[src/rtl/apbuart_pkg.sv]
// ============================================================================
//  Module   : apbuart_pkg
//  Purpose  : Shared constants and types for the APB UART: register byte
//             offsets, the default read value for unmapped offsets, and the
//             serial FSM state enum used by both the TX and RX engines.
//  Ports    : none (package)
//  Revision : 1.0 - initial release
// ============================================================================
`default_nettype none

package apbuart_pkg;

    // Register byte offsets (PADDR[7:0])
    localparam logic [7:0] c_OFF_DATA  = 8'h00;
    localparam logic [7:0] c_OFF_STAT  = 8'h04;  // R: STATUS, W: CTRL
    localparam logic [7:0] c_OFF_PRESC = 8'h08;
    localparam logic [7:0] c_OFF_IM    = 8'h0C;
    localparam logic [7:0] c_OFF_TXTR  = 8'h10;
    localparam logic [7:0] c_OFF_RXTR  = 8'h14;

    // Returned for any offset outside the register map
    localparam logic [31:0] c_DEFAULT_RD = 32'hDEAD_DEAD;

    // Serial frame engine states (shared by TX and RX)
    typedef enum logic [1:0] {
        ST_IDLE  = 2'd0,
        ST_START = 2'd1,
        ST_DATA  = 2'd2,
        ST_STOP  = 2'd3
    } uart_state_e;

endpackage : apbuart_pkg

`default_nettype wire

[src/rtl/apbuart_if.sv]
// ============================================================================
//  Module   : apbuart_if
//  Purpose  : APB3 bus bundle for the UART peripheral.
//  Signals  : PSEL, PENABLE, PWRITE, PADDR[31:0], PWDATA[31:0] (master->slave)
//             PREADY, PRDATA[31:0]                           (slave->master)
//  Modports : master (bus driver / testbench), slave (apbuart)
//  Revision : 1.0 - initial release
// ============================================================================
`default_nettype none

interface apbuart_if;
    logic        PSEL;
    logic        PENABLE;
    logic        PWRITE;
    logic [31:0] PADDR;
    logic [31:0] PWDATA;
    logic        PREADY;
    logic [31:0] PRDATA;

    modport master (
        output PSEL, PENABLE, PWRITE, PADDR, PWDATA,
        input  PREADY, PRDATA
    );

    modport slave (
        input  PSEL, PENABLE, PWRITE, PADDR, PWDATA,
        output PREADY, PRDATA
    );
endinterface : apbuart_if

`default_nettype wire

[src/rtl/apbuart_fifo.sv]
// ============================================================================
//  Module   : apbuart_fifo
//  Purpose  : Synchronous byte FIFO of depth 2**FIFO_AW with a level count.
//             Push when full and pop when empty are ignored; a simultaneous
//             push+pop moves both pointers and leaves the level unchanged.
//  Ports    : clk, rst (async, active-high)
//             push_i, din_i[7:0]   - write side
//             pop_i,  dout_o[7:0]  - read side (dout_o = current head)
//             full_o, empty_o, level_o[FIFO_AW:0]
//  Revision : 1.0 - initial release
// ============================================================================
`default_nettype none

module apbuart_fifo #(
    parameter int FIFO_AW = 4
) (
    input  logic               clk,
    input  logic               rst,
    input  logic               push_i,
    input  logic [7:0]         din_i,
    input  logic               pop_i,
    output logic [7:0]         dout_o,
    output logic               full_o,
    output logic               empty_o,
    output logic [FIFO_AW:0]   level_o
);

    localparam int               c_DEPTH    = 1 << FIFO_AW;
    localparam logic [FIFO_AW:0] c_FULL_LVL = (FIFO_AW + 1)'(c_DEPTH);

    logic [7:0]         mem_q [c_DEPTH];
    logic [FIFO_AW-1:0] wptr_q, wptr_d;
    logic [FIFO_AW-1:0] rptr_q, rptr_d;
    logic [FIFO_AW:0]   level_q, level_d;
    logic               w_do_push;
    logic               w_do_pop;

    assign full_o  = (level_q == c_FULL_LVL);
    assign empty_o = (level_q == '0);
    assign level_o = level_q;
    assign dout_o  = mem_q[rptr_q];

    // Gating by full/empty also yields "pop only when full" and
    // "push only when empty" for simultaneous requests.
    assign w_do_push = push_i & ~full_o;
    assign w_do_pop  = pop_i  & ~empty_o;

    always_comb begin
        wptr_d  = wptr_q + FIFO_AW'(w_do_push);
        rptr_d  = rptr_q + FIFO_AW'(w_do_pop);
        level_d = level_q + (FIFO_AW + 1)'(w_do_push) - (FIFO_AW + 1)'(w_do_pop);
    end

    always_ff @(posedge clk or posedge rst) begin
        if (rst) begin
            wptr_q  <= '0;
            rptr_q  <= '0;
            level_q <= '0;
        end else begin
            wptr_q  <= wptr_d;
            rptr_q  <= rptr_d;
            level_q <= level_d;
        end
    end

    // Storage needs no reset: contents are only visible below level_q.
    always_ff @(posedge clk) begin
        if (w_do_push) begin
            mem_q[wptr_q] <= din_i;
        end
    end

endmodule : apbuart_fifo

`default_nettype wire

[src/rtl/apbuart.sv]
// ============================================================================
//  Module   : apbuart
//  Purpose  : APB3 slave UART, 8N1, 16x oversampling, TX/RX FIFOs, 16-bit
//             baud prescaler (baud = PCLK/((PR+1)*16)), one level interrupt.
//  Ports    : PCLK, PRESET (async, active-high)
//             apb       - apbuart_if.slave (PSEL/PENABLE/PWRITE/PADDR/PWDATA,
//                         PREADY tied 1, PRDATA combinational)
//             RsRx      - serial in (idle high), RsTx - serial out (idle high)
//             uart_irq  - combinational level interrupt
//  Config   : APBUART_FIFO_THRESH_EN enables TXFIFOTR/RXFIFOTR (0x10/0x14),
//             STATUS bits 4/5 and interrupt sources IM[3]/IM[4].
//  Revision : 1.0 - initial release
// ============================================================================
`default_nettype none

module apbuart
    import apbuart_pkg::*;
#(
    parameter int FIFO_AW = 4
) (
    input  logic       PCLK,
    input  logic       PRESET,
    apbuart_if.slave   apb,
    input  logic       RsRx,
    output logic       RsTx,
    output logic       uart_irq
);

    // ---------------------------------------------------------------- APB
    logic       w_acc, w_wr, w_rd;
    logic [7:0] w_off;

    assign w_acc = apb.PSEL & apb.PENABLE;
    assign w_wr  = w_acc & apb.PWRITE;
    assign w_rd  = w_acc & ~apb.PWRITE;
    assign w_off = apb.PADDR[7:0];

    logic        en_q;
    logic [15:0] prescale_q;
    logic [4:0]  im_q;

    always_ff @(posedge PCLK or posedge PRESET) begin
        if (PRESET) begin
            en_q       <= 1'b0;
            prescale_q <= '0;
            im_q       <= '0;
        end else if (w_wr) begin
            case (w_off)
                c_OFF_STAT:  en_q       <= apb.PWDATA[0];
                c_OFF_PRESC: prescale_q <= apb.PWDATA[15:0];
                c_OFF_IM:    im_q       <= apb.PWDATA[4:0];
                default: ;
            endcase
        end
    end

    // -------------------------------------------------------------- FIFOs
    logic             tx_push, tx_pop, tx_full, tx_empty;
    logic             rx_push, rx_pop, rx_full, rx_empty;
    logic [7:0]       tx_dout, rx_dout, rx_din;
    logic [FIFO_AW:0] tx_level, rx_level;

    assign tx_push = w_wr & (w_off == c_OFF_DATA);
    assign rx_pop  = w_rd & (w_off == c_OFF_DATA);

    apbuart_fifo #(.FIFO_AW(FIFO_AW)) u_tx_fifo (
        .clk     (PCLK),
        .rst     (PRESET),
        .push_i  (tx_push),
        .din_i   (apb.PWDATA[7:0]),
        .pop_i   (tx_pop),
        .dout_o  (tx_dout),
        .full_o  (tx_full),
        .empty_o (tx_empty),
        .level_o (tx_level)
    );

    apbuart_fifo #(.FIFO_AW(FIFO_AW)) u_rx_fifo (
        .clk     (PCLK),
        .rst     (PRESET),
        .push_i  (rx_push),
        .din_i   (rx_din),
        .pop_i   (rx_pop),
        .dout_o  (rx_dout),
        .full_o  (rx_full),
        .empty_o (rx_empty),
        .level_o (rx_level)
    );

    // --------------------------------------------------------- thresholds
    logic        w_tx_lt_thr, w_rx_gt_thr;
    logic [31:0] w_rd_txtr, w_rd_rxtr;

`ifdef APBUART_FIFO_THRESH_EN
    logic [7:0] txtr_q, rxtr_q;

    always_ff @(posedge PCLK or posedge PRESET) begin
        if (PRESET) begin
            txtr_q <= '0;
            rxtr_q <= '0;
        end else if (w_wr) begin
            if (w_off == c_OFF_TXTR) txtr_q <= apb.PWDATA[7:0];
            if (w_off == c_OFF_RXTR) rxtr_q <= apb.PWDATA[7:0];
        end
    end

    assign w_tx_lt_thr = (32'(tx_level) < 32'(txtr_q));
    assign w_rx_gt_thr = (32'(rx_level) > 32'(rxtr_q));
    assign w_rd_txtr   = {24'b0, txtr_q};
    assign w_rd_rxtr   = {24'b0, rxtr_q};
`else
    logic w_unused_thr;
    assign w_tx_lt_thr  = 1'b0;
    assign w_rx_gt_thr  = 1'b0;
    assign w_rd_txtr    = '0;
    assign w_rd_rxtr    = '0;
    assign w_unused_thr = ^{tx_level, rx_level};
`endif

    // ---------------------------------------------------------- read mux
    always_comb begin
        apb.PRDATA = c_DEFAULT_RD;
        case (w_off)
            c_OFF_DATA:  apb.PRDATA = {24'b0, rx_dout};
            c_OFF_STAT:  apb.PRDATA = {26'b0, w_rx_gt_thr, w_tx_lt_thr,
                                       rx_empty, rx_full, tx_empty, tx_full};
            c_OFF_PRESC: apb.PRDATA = {16'b0, prescale_q};
            c_OFF_IM:    apb.PRDATA = {27'b0, im_q};
            c_OFF_TXTR:  apb.PRDATA = w_rd_txtr;
            c_OFF_RXTR:  apb.PRDATA = w_rd_rxtr;
            default:     apb.PRDATA = c_DEFAULT_RD;
        endcase
    end

    assign apb.PREADY = 1'b1;

    assign uart_irq = im_q[0] & ((~tx_full    & im_q[1]) |
                                 (~rx_empty   & im_q[2]) |
                                 (w_tx_lt_thr & im_q[3]) |
                                 (w_rx_gt_thr & im_q[4]));

    logic w_unused;
    assign w_unused = ^{apb.PADDR[31:8], apb.PWDATA[31:16]};

    // ------------------------------------------------------ baud generator
    logic [15:0] cnt_q;
    logic        w_tick;

    assign w_tick = en_q & (cnt_q == prescale_q);

    // Wrapping on >= keeps the counter from running through 65535 when
    // PRESCALE is lowered below the frozen count.
    always_ff @(posedge PCLK or posedge PRESET) begin
        if (PRESET) begin
            cnt_q <= '0;
        end else if (en_q) begin
            cnt_q <= (cnt_q >= prescale_q) ? 16'd0 : cnt_q + 16'd1;
        end
    end

    // -------------------------------------------------------------- TX FSM
    uart_state_e tx_state_q, tx_state_d;
    logic [3:0]  tx_tcnt_q, tx_tcnt_d;
    logic [2:0]  tx_bit_q, tx_bit_d;
    logic [7:0]  tx_sh_q, tx_sh_d;

    always_ff @(posedge PCLK or posedge PRESET) begin
        if (PRESET) begin
            tx_state_q <= ST_IDLE;
            tx_tcnt_q  <= '0;
            tx_bit_q   <= '0;
            tx_sh_q    <= '0;
        end else begin
            tx_state_q <= tx_state_d;
            tx_tcnt_q  <= tx_tcnt_d;
            tx_bit_q   <= tx_bit_d;
            tx_sh_q    <= tx_sh_d;
        end
    end

    always_comb begin
        tx_state_d = tx_state_q;
        tx_tcnt_d  = tx_tcnt_q;
        tx_bit_d   = tx_bit_q;
        tx_sh_d    = tx_sh_q;
        tx_pop     = 1'b0;
        // Tick counter wraps naturally at 16; bit boundary at count 15.
        if (tx_state_q != ST_IDLE && w_tick) begin
            tx_tcnt_d = tx_tcnt_q + 4'd1;
        end
        case (tx_state_q)
            ST_IDLE: begin
                if (!tx_empty) begin
                    tx_state_d = ST_START;
                    tx_sh_d    = tx_dout;
                    tx_tcnt_d  = '0;
                    tx_bit_d   = '0;
                end
            end
            ST_START: begin
                if (w_tick && tx_tcnt_q == 4'hF) tx_state_d = ST_DATA;
            end
            ST_DATA: begin
                if (w_tick && tx_tcnt_q == 4'hF) begin
                    tx_sh_d  = {1'b0, tx_sh_q[7:1]};
                    tx_bit_d = tx_bit_q + 3'd1;
                    if (tx_bit_q == 3'd7) tx_state_d = ST_STOP;
                end
            end
            ST_STOP: begin
                // The head byte stays in the FIFO until its frame completes.
                if (w_tick && tx_tcnt_q == 4'hF) begin
                    tx_state_d = ST_IDLE;
                    tx_pop     = 1'b1;
                end
            end
            default: tx_state_d = ST_IDLE;
        endcase
    end

    assign RsTx = (tx_state_q == ST_START) ? 1'b0 :
                  (tx_state_q == ST_DATA)  ? tx_sh_q[0] : 1'b1;

    // -------------------------------------------------------------- RX FSM
    // Two-flop synchronizer for the asynchronous serial input.
    logic rx_meta_q, rx_sync_q;

    always_ff @(posedge PCLK or posedge PRESET) begin
        if (PRESET) begin
            rx_meta_q <= 1'b1;
            rx_sync_q <= 1'b1;
        end else begin
            rx_meta_q <= RsRx;
            rx_sync_q <= rx_meta_q;
        end
    end

    uart_state_e rx_state_q, rx_state_d;
    logic [3:0]  rx_tcnt_q, rx_tcnt_d;
    logic [2:0]  rx_bit_q, rx_bit_d;
    logic [7:0]  rx_sh_q, rx_sh_d;

    assign rx_din = rx_sh_q;

    always_ff @(posedge PCLK or posedge PRESET) begin
        if (PRESET) begin
            rx_state_q <= ST_IDLE;
            rx_tcnt_q  <= '0;
            rx_bit_q   <= '0;
            rx_sh_q    <= '0;
        end else begin
            rx_state_q <= rx_state_d;
            rx_tcnt_q  <= rx_tcnt_d;
            rx_bit_q   <= rx_bit_d;
            rx_sh_q    <= rx_sh_d;
        end
    end

    always_comb begin
        rx_state_d = rx_state_q;
        rx_tcnt_d  = rx_tcnt_q;
        rx_bit_d   = rx_bit_q;
        rx_sh_d    = rx_sh_q;
        rx_push    = 1'b0;
        if (rx_state_q != ST_IDLE && w_tick) begin
            rx_tcnt_d = rx_tcnt_q + 4'd1;
        end
        case (rx_state_q)
            ST_IDLE: begin
                if (!rx_sync_q) begin
                    rx_state_d = ST_START;
                    rx_tcnt_d  = '0;
                    rx_bit_d   = '0;
                end
            end
            ST_START: begin
                // Mid start bit: a high line here was a glitch.
                if (w_tick && rx_tcnt_q == 4'd7) begin
                    rx_tcnt_d  = '0;
                    rx_state_d = rx_sync_q ? ST_IDLE : ST_DATA;
                end
            end
            ST_DATA: begin
                if (w_tick && rx_tcnt_q == 4'hF) begin
                    rx_sh_d  = {rx_sync_q, rx_sh_q[7:1]};
                    rx_bit_d = rx_bit_q + 3'd1;
                    if (rx_bit_q == 3'd7) rx_state_d = ST_STOP;
                end
            end
            ST_STOP: begin
                if (w_tick && rx_tcnt_q == 4'hF) begin
                    rx_state_d = ST_IDLE;
                    rx_push    = 1'b1;
                end
            end
            default: rx_state_d = ST_IDLE;
        endcase
    end

endmodule : apbuart

`default_nettype wire

[src/flat_wrapper.sv]
// flat-port wrapper written by rule: the top's interface ports become plain ports
module apbuart_flat import apbuart_pkg::*;
#(
    parameter int FIFO_AW = 4
)
  (PCLK, PRESET, RsRx, RsTx, uart_irq, apb_PSEL, apb_PENABLE, apb_PWRITE, apb_PADDR, apb_PWDATA, apb_PREADY, apb_PRDATA);
  apbuart_if apb_i ();
  input  logic PCLK;
  input  logic PRESET;
  input  logic RsRx;
  output logic RsTx;
  output logic uart_irq;
  input wire logic [$bits(apb_i.PSEL)-1:0] apb_PSEL;
  input wire logic [$bits(apb_i.PENABLE)-1:0] apb_PENABLE;
  input wire logic [$bits(apb_i.PWRITE)-1:0] apb_PWRITE;
  input wire logic [$bits(apb_i.PADDR)-1:0] apb_PADDR;
  input wire logic [$bits(apb_i.PWDATA)-1:0] apb_PWDATA;
  output wire logic [$bits(apb_i.PREADY)-1:0] apb_PREADY;
  output wire logic [$bits(apb_i.PRDATA)-1:0] apb_PRDATA;
  assign apb_i.PSEL = apb_PSEL;
  assign apb_i.PENABLE = apb_PENABLE;
  assign apb_i.PWRITE = apb_PWRITE;
  assign apb_i.PADDR = apb_PADDR;
  assign apb_i.PWDATA = apb_PWDATA;
  assign apb_PREADY = apb_i.PREADY;
  assign apb_PRDATA = apb_i.PRDATA;
  apbuart #(.FIFO_AW(FIFO_AW)) u_core (.PCLK(PCLK), .PRESET(PRESET), .apb(apb_i), .RsRx(RsRx), .RsTx(RsTx), .uart_irq(uart_irq));
endmodule
[config.mk]
export PLATFORM = sky130hd
export DESIGN_NAME = apbuart_flat
export DESIGN_NICKNAME = d
export VERILOG_FILES = /design/src/rtl/apbuart_pkg.sv /design/src/rtl/apbuart_if.sv /design/src/rtl/apbuart_fifo.sv /design/src/rtl/apbuart.sv /design/src/flat_wrapper.sv
export SDC_FILE = /design/constraint.sdc
export NUM_CORES = 1
export LEC_CHECK = 0
export BUFFER_PORTS_ARGS = -buffer_cell sky130_fd_sc_hd__buf_2
export CAP_MARGIN = 40
export CORE_ASPECT_RATIO = 1.25
export CORE_MARGIN = 4
export CORE_UTILIZATION = 40
export DETAILED_ROUTE_END_ITERATION = 10
export GPL_ROUTABILITY_DRIVEN = 1
export PLACE_DENSITY = 0.56
export SLEW_MARGIN = 20
export SYNTH_ARGS = -nofsm -noshare
export SYNTH_HDL_FRONTEND = slang
export SYNTH_SLANG_ARGS = --single-unit
[constraint.sdc]
create_clock -name PCLK -period 4.5 [get_ports PCLK]
set_clock_uncertainty 0.2 [all_clocks]
set_input_delay 1.125 -clock PCLK [delete_from_list [all_inputs] [get_ports PCLK]]
set_output_delay 1.125 -clock PCLK [all_outputs]
set_load 0.05 [all_outputs]
==> out/qor.txt, run 1 <==
number of antenna diodes -> 0
final setup fails -> 0
Crit Path Class -> in -> out
clk sinks -> 356
Die Wd -> 186 um
clock transition at the registers of the reported paths -> 0.06 ns
vias in the first global route -> 9405
Data required, critical path -> 3.17 ns
Initial Utilization -> 40.4%
total grt overflow -> 0
DRT Wirelength -> 35.0 mm
Mapped Area -> 15800 sq um
setup repair bufs after CTS -> 0
fin cells -> 1666
clock insertion delay at the later pin of the skew report -> 0.53 ns
Max Cap Viol -> 0
Most used DFF post-synth -> edfxtp_1
max-slew violation count -> 0
# IOs -> 105
CP max FO -> 11
cts bufs inserted -> 38
CTS hold repair buffers -> 0
Worst slew margin -> 49.2%
Gate Count Post-Synth -> 1044
Core Area -> 39000 sq um
DP Area -> 16900 sq um
gr usage total -> 16.7%
RR Startpoint -> u_core.prescale_q[5]
HPWL Detailed -> 23.7 mm
TritonRoute pass-1 iters -> 5
total power -> 7.19 mW
Post-synth EDFFs -> 256
Seq cells post-synth -> 356
syn avg cell area -> 15.1 sq um
Remaining DRCs -> 0
Max Freq -> 228 MHz
leading cell types by count after synthesis -> edfxtp_1 (256), dfrtp_1 (98), mux2i_1 (57)
Pleak -> 6.43 nW
CP Capture Type -> output pin
Peak VDD IR -> 0.400 mV
min-delay src -> u_core.rx_meta_q
register area share after synthesis -> 64.6%
port bufs -> 58
Die Ht -> 230 um
unrepaired setup endpoints after global routing -> false
CP arrival -> 3.07 ns
Cell variety after synth -> 59
row cnt -> 81
initial antenna violation count -> 0
wire per inst -> 21.0 um
CTS tree -> done
FF-to-FF setup slack -> 0.96 ns
top-count cell post-synth -> edfxtp_1
worst slew pin tran -> 0.761 ns
top post-synthesis cells by area -> edfxtp_1 (49%), dfrtp_1 (16%), mux4_2 (6.4%)
fin area -> 18200 sq um
Hold Path Depth -> 0
final period utilization -> 97.7%
full die area -> 42700 sq um
setup slack after layout -> 0.105 ns
reg-to-reg endpoint -> u_core.u_rx_fifo.level_o[4]
Setup TNS -> 0 ns
via count -> 8902
number of vias per cell -> 5.34
H-tree levels -> 2
drt initial violations -> 581
Area Overhead vs Synth -> 15.7%
worst hold endpoint -> u_core.rx_sync_q
reg2reg path depth -> 15
DRT antenna net count -> 0
Root Driver -> clkbuf_16
Pwr Density -> 394 nW/um^2
Clock Path Buffers -> 3
Net count, final -> 1255
Final Wtd Congestion -> 0.843
worst min path class -> reg -> reg
Synthesis Warnings -> 0
share of the synthesized area in the top cell type -> 48.7%
asr flop ratio synth -> 28.1%
Synth area leader -> edfxtp_1
largest net degree at the start of global routing -> 38
share of cells above drive strength 1 -> 23.5%
fillers -> 3395
status -> completed
first-pass GRT wire length -> 55.2 mm
post-cts resize count -> 0
final hold violation count -> 0
post-route minimum period -> 4.39 ns
DP Cell Count -> 1595
startpoint types -> input pin
pre-CTS setup slack -> 0.118 ns
==> through the flow <==
step / hold WS [ns] / utilization [%]
after CTS: 0.158 / 46.7
after floorplan: 0.145 / -
after global placement: 0.146 / 43.2
final: 0.156 / 46.7
after detailed placement: 0.150 / 43.3
after global routing: 0.163 / 46.7
==> logic make-up after synthesis <==
logic type	after synthesis	synth area share, %
flip-flops	356	64.6
AND/OR/NAND/NOR	220	7.62
AO/OA/AOI/OAI	134	6.18
multiplexers	133	12.5
buffers and inverters	119	3.37
adder cells (fa/ha/maj)	47	3.82
XOR/XNOR	33	1.83
other	2	0.0476
==> worst max path at each step <==
stage,from,end,slack [ns],cells past startpoint
after floorplan,apb_PADDR[5],apb_PRDATA[0],-0.15,5
after global placement,apb_PADDR[5],apb_PRDATA[3],0.13,6
after detailed placement,apb_PADDR[5],apb_PRDATA[2],0.12,6
after CTS,apb_PADDR[5],apb_PRDATA[2],0.11,6
after global routing,apb_PADDR[5],apb_PRDATA[2],0.05,6
final,apb_PADDR[5],apb_PRDATA[2],0.11,6
==> placed cells by master, fill, tap and decap left out, types with 16 or more instances in the layout <==
| master | instances |
|---|---|
| mux4_2 | 45 |
| xor2_1 | 16 |
| nand2_1 | 39 |
| nand4_1 | 16 |
| inv_1 | 49 |
| nor2_1 | 56 |
| a221oi_1 | 37 |
| a21oi_1 | 21 |
| buf_4 | 54 |
| clkbuf_16 | 39 |
| buf_2 | 59 |
| edfxtp_1 | 256 |
| nand3_1 | 18 |
| ha_1 | 45 |
| xnor2_1 | 17 |
| dfrtp_1 | 96 |
| mux2_2 | 21 |
| mux2i_1 | 57 |
==> sequential cells by signal (all words and copies together) (netlist names), 2 cells and up, named ones only <==
register / cells
u_core.tx_tcnt_q: 4
u_core.u_tx_fifo.wptr_q: 4
u_core.rx_bit_q: 3
u_core.u_tx_fifo.mem_q: 128
u_core.cnt_q: 16
u_core.rx_din: 8
u_core.u_tx_fifo.level_o: 5
u_core.tx_state_q: 2
u_core.tx_bit_q: 3
u_core.u_rx_fifo.wptr_q: 4
u_core.u_rx_fifo.mem_q: 128
u_core.u_rx_fifo.rptr_q: 4
u_core.u_tx_fifo.rptr_q: 4
u_core.tx_sh_q: 8
u_core.prescale_q: 16
u_core.im_q: 5
u_core.u_rx_fifo.level_o: 5
u_core.rx_tcnt_q: 4
==> area by class of cell <==
| cell class | count | area [sq um] | area share [%] |
|---|---|---|---|
| inverter | 52 | 198 | 1.08 |
| clock inverter | 18 | 263 | 1.44 |
| timing repair buffer | 117 | 781 | 4.28 |
| multi-input combinational | 573 | 5110 | 28.0 |
| tap | 498 | 623 | 3.42 |
| sequential | 356 | 10200 | 55.9 |
| clock buffer | 52 | 1070 | 5.89 |
==> critical path: stages <==
cell	delay (ns)
buf_2	0.10
or4_4	0.55
or2_4	0.31
or3_1	0.41
o221ai_1	0.27
buf_2	0.31
==> routing by layer <==
| layer | track usage, % | vias to the layer above | wire (um) |
|---|---|---|---|
| li1 | - | 4178 | - |
| met1 | 22.4 | 4518 | 15100 |
| met2 | 28.5 | 160 | 17800 |
| met3 | 2.71 | 46 | 1320 |
| met4 | 4.46 | 0 | 780 |
| met5 | 0 | - | 0 |
==> power by group <==
group | switching [mW] | total, mW | internal, mW
combinational | 0.179 | 0.300 | 0.121
sequential | 0.0367 | 3.58 | 3.54
clock | 1.27 | 3.31 | 2.03
total | 1.49 | 7.19 | 5.70
No activity file was read; power rests on OpenSTA's default activity.
==> run 2, diff against run 1 <==
Settings changed: PLACE_DENSITY 0.56 to not set, PLACE_DENSITY_LB_ADDON set to 0.15.
==> run 2 against run 1 <==
Against the previous run: sequential cell count did not move; worst hold slack improved by 0.016 ns; utilization barely moved; worst setup slack improved by 0.0040 ns; register-to-register slack got worse by 0.05 ns; critical path depth did not move; routed wire length fell by 1.9%; combinational power barely moved; die area did not move; sequential share of layout area barely moved.
==> out/qor.txt, run 2 (same netlist as run 1, synthesis figures left out) <==
final setup fails -> 0
worst slew pin tran -> 0.870 ns
most frequent cells in the layout -> edfxtp_1 (256), dfrtp_1 (96), buf_4 (63), buf_2 (58), mux2i_1 (57)
commonest non-fill, non-tap cell in the layout -> edfxtp_1
fin area -> 18200 sq um
full die area -> 42700 sq um
final period utilization -> 97.6%
status -> completed
drt initial violations -> 509
RR Startpoint -> u_core.cnt_q[9]
Die Ht -> 230 um
worst hold endpoint -> u_core.rx_sync_q
Data required, critical path -> 3.17 ns
DRT antenna net count -> 0
Hold Path Depth -> 0
final hold violation count -> 0
gr usage total -> 16.3%
Area Overhead vs Synth -> 15.6%
Storage cell area -> 10200 sq um
pre-CTS setup slack -> 0.112 ns
Pwr Density -> 382 nW/um^2
Final Wtd Congestion -> 0.805
HPWL Detailed -> 23.4 mm
clock transition at the registers of the reported paths -> 0.06 ns
number of antenna diodes -> 0
Max Freq -> 228 MHz
Crit Path Class -> in -> out
initial antenna violation count -> 1
setup slack after layout -> 0.109 ns
# IOs -> 105
TritonRoute pass-1 iters -> 4
share of cells above drive strength 1 -> 23.9%
post-route minimum period -> 4.39 ns
crit path from -> apb_PADDR[5]
Root Driver -> clkbuf_16
DRT Wirelength -> 34.3 mm
largest net degree at the start of global routing -> 58
CP Capture Type -> output pin
Initial Utilization -> 40.4%
unrepaired setup endpoints after global routing -> false
CP max FO -> 11
first-pass GRT wire length -> 54.0 mm
number of vias per cell -> 5.30
Core Area -> 39000 sq um
DP Area -> 16900 sq um
min-delay src -> u_core.rx_meta_q
vias in the first global route -> 9092
Max Cap Viol -> 0
max-slew violation count -> 0
startpoint types -> input pin
worst min path class -> reg -> reg
clock insertion delay at the later pin of the skew report -> 0.55 ns
row cnt -> 81
port bufs -> 58
Pleak -> 6.43 nW
DP Cell Count -> 1597
CP arrival -> 3.07 ns
FF-to-FF setup slack -> 0.91 ns
Worst slew margin -> 41.2%
total power -> 6.97 mW
via count -> 8866
clk sinks -> 356
wire per inst -> 20.5 um
area of the multi-input gates -> 5110 sq um
biggest regs -> u_core.u_rx_fifo.mem_q (128), u_core.u_tx_fifo.mem_q (128)
reg-to-reg endpoint -> u_core.u_rx_fifo.level_o[4]
total grt overflow -> 0
cts bufs inserted -> 38
CTS tree -> done
fin cells -> 1673
H-tree levels -> 2
fillers -> 3383
reg2reg path depth -> 14
Peak VDD IR -> 0.321 mV
Clock Path Buffers -> 3
Die Wd -> 186 um
Net count, final -> 1264
Remaining DRCs -> 0
==> run 2: cell types whose count changed in the layout (fill, tap and decap cells not counted), sizes merged <==
cell | before | now
bufinv | 6 | 1
clkinv | 10 | 9
buf | 117 | 126
clkbuf | 52 | 54
clkinvlp | 1 | 3
==> run 2: final cells by class <==
type	count	area share (%)
timing repair buffer	126	4.73
sequential	356	55.9
tap	498	3.42
multi-input combinational	573	28.0
clock buffer	54	6.00
clock inverter	14	0.851
inverter	52	1.08
==> run 2: worst max-delay path, cell delays in order <==
cell and delay [ns]:
buf_2 0.09, or4_4 0.55, or2_4 0.31, or3_1 0.41, o221ai_1 0.26, buf_2 0.32
==> run 2: through the flow <==
| step | hold WS [ns] | setup TNS, ns | utilization [%] |
|---|---|---|---|
| after floorplan | 0.145 | -0.512 | - |
| after global placement | 0.175 | 0 | 43.2 |
| after detailed placement | 0.172 | 0 | 43.3 |
| after CTS | 0.171 | 0 | 46.5 |
| after global routing | 0.176 | 0 | 46.7 |
| final | 0.173 | 0 | 46.7 |
==> run 2: where the power goes <==
group / switching (mW) / internal [mW]
logic: 0.178 / 0.123
clock network: 1.31 / 1.78
registers: 0.0361 / 3.54
total: 1.52 / 5.45
==> run 2: per-layer routing <==
metal	global-route usage, %	part of all wire [%]	up-vias
met1	22.4	44	4446
li1	-	-	4204
met2	27.3	50	167
met3	2.28	4.0	49
met5	0	0	-
met4	4.46	2.1	0
==> run 2: worst max-delay path by stage <==
stage                    endpoint  slack, ns  depth (start not counted)
CTS                 apb_PRDATA[3]       0.01                          8
global route        apb_PRDATA[2]       0.04                          6
finish              apb_PRDATA[0]       0.11                          6
global placement    apb_PRDATA[3]       0.11                          6
floorplan           apb_PRDATA[0]      -0.15                          5
detailed placement  apb_PRDATA[2]       0.11                          6
==> run 2: timing repair <==
action | CTS | global route
hold buffers | 0 | 0
setup endpoints to repair | 7 | 4
setup buffers | 0 | 7
gates resized for setup | 1 | 1
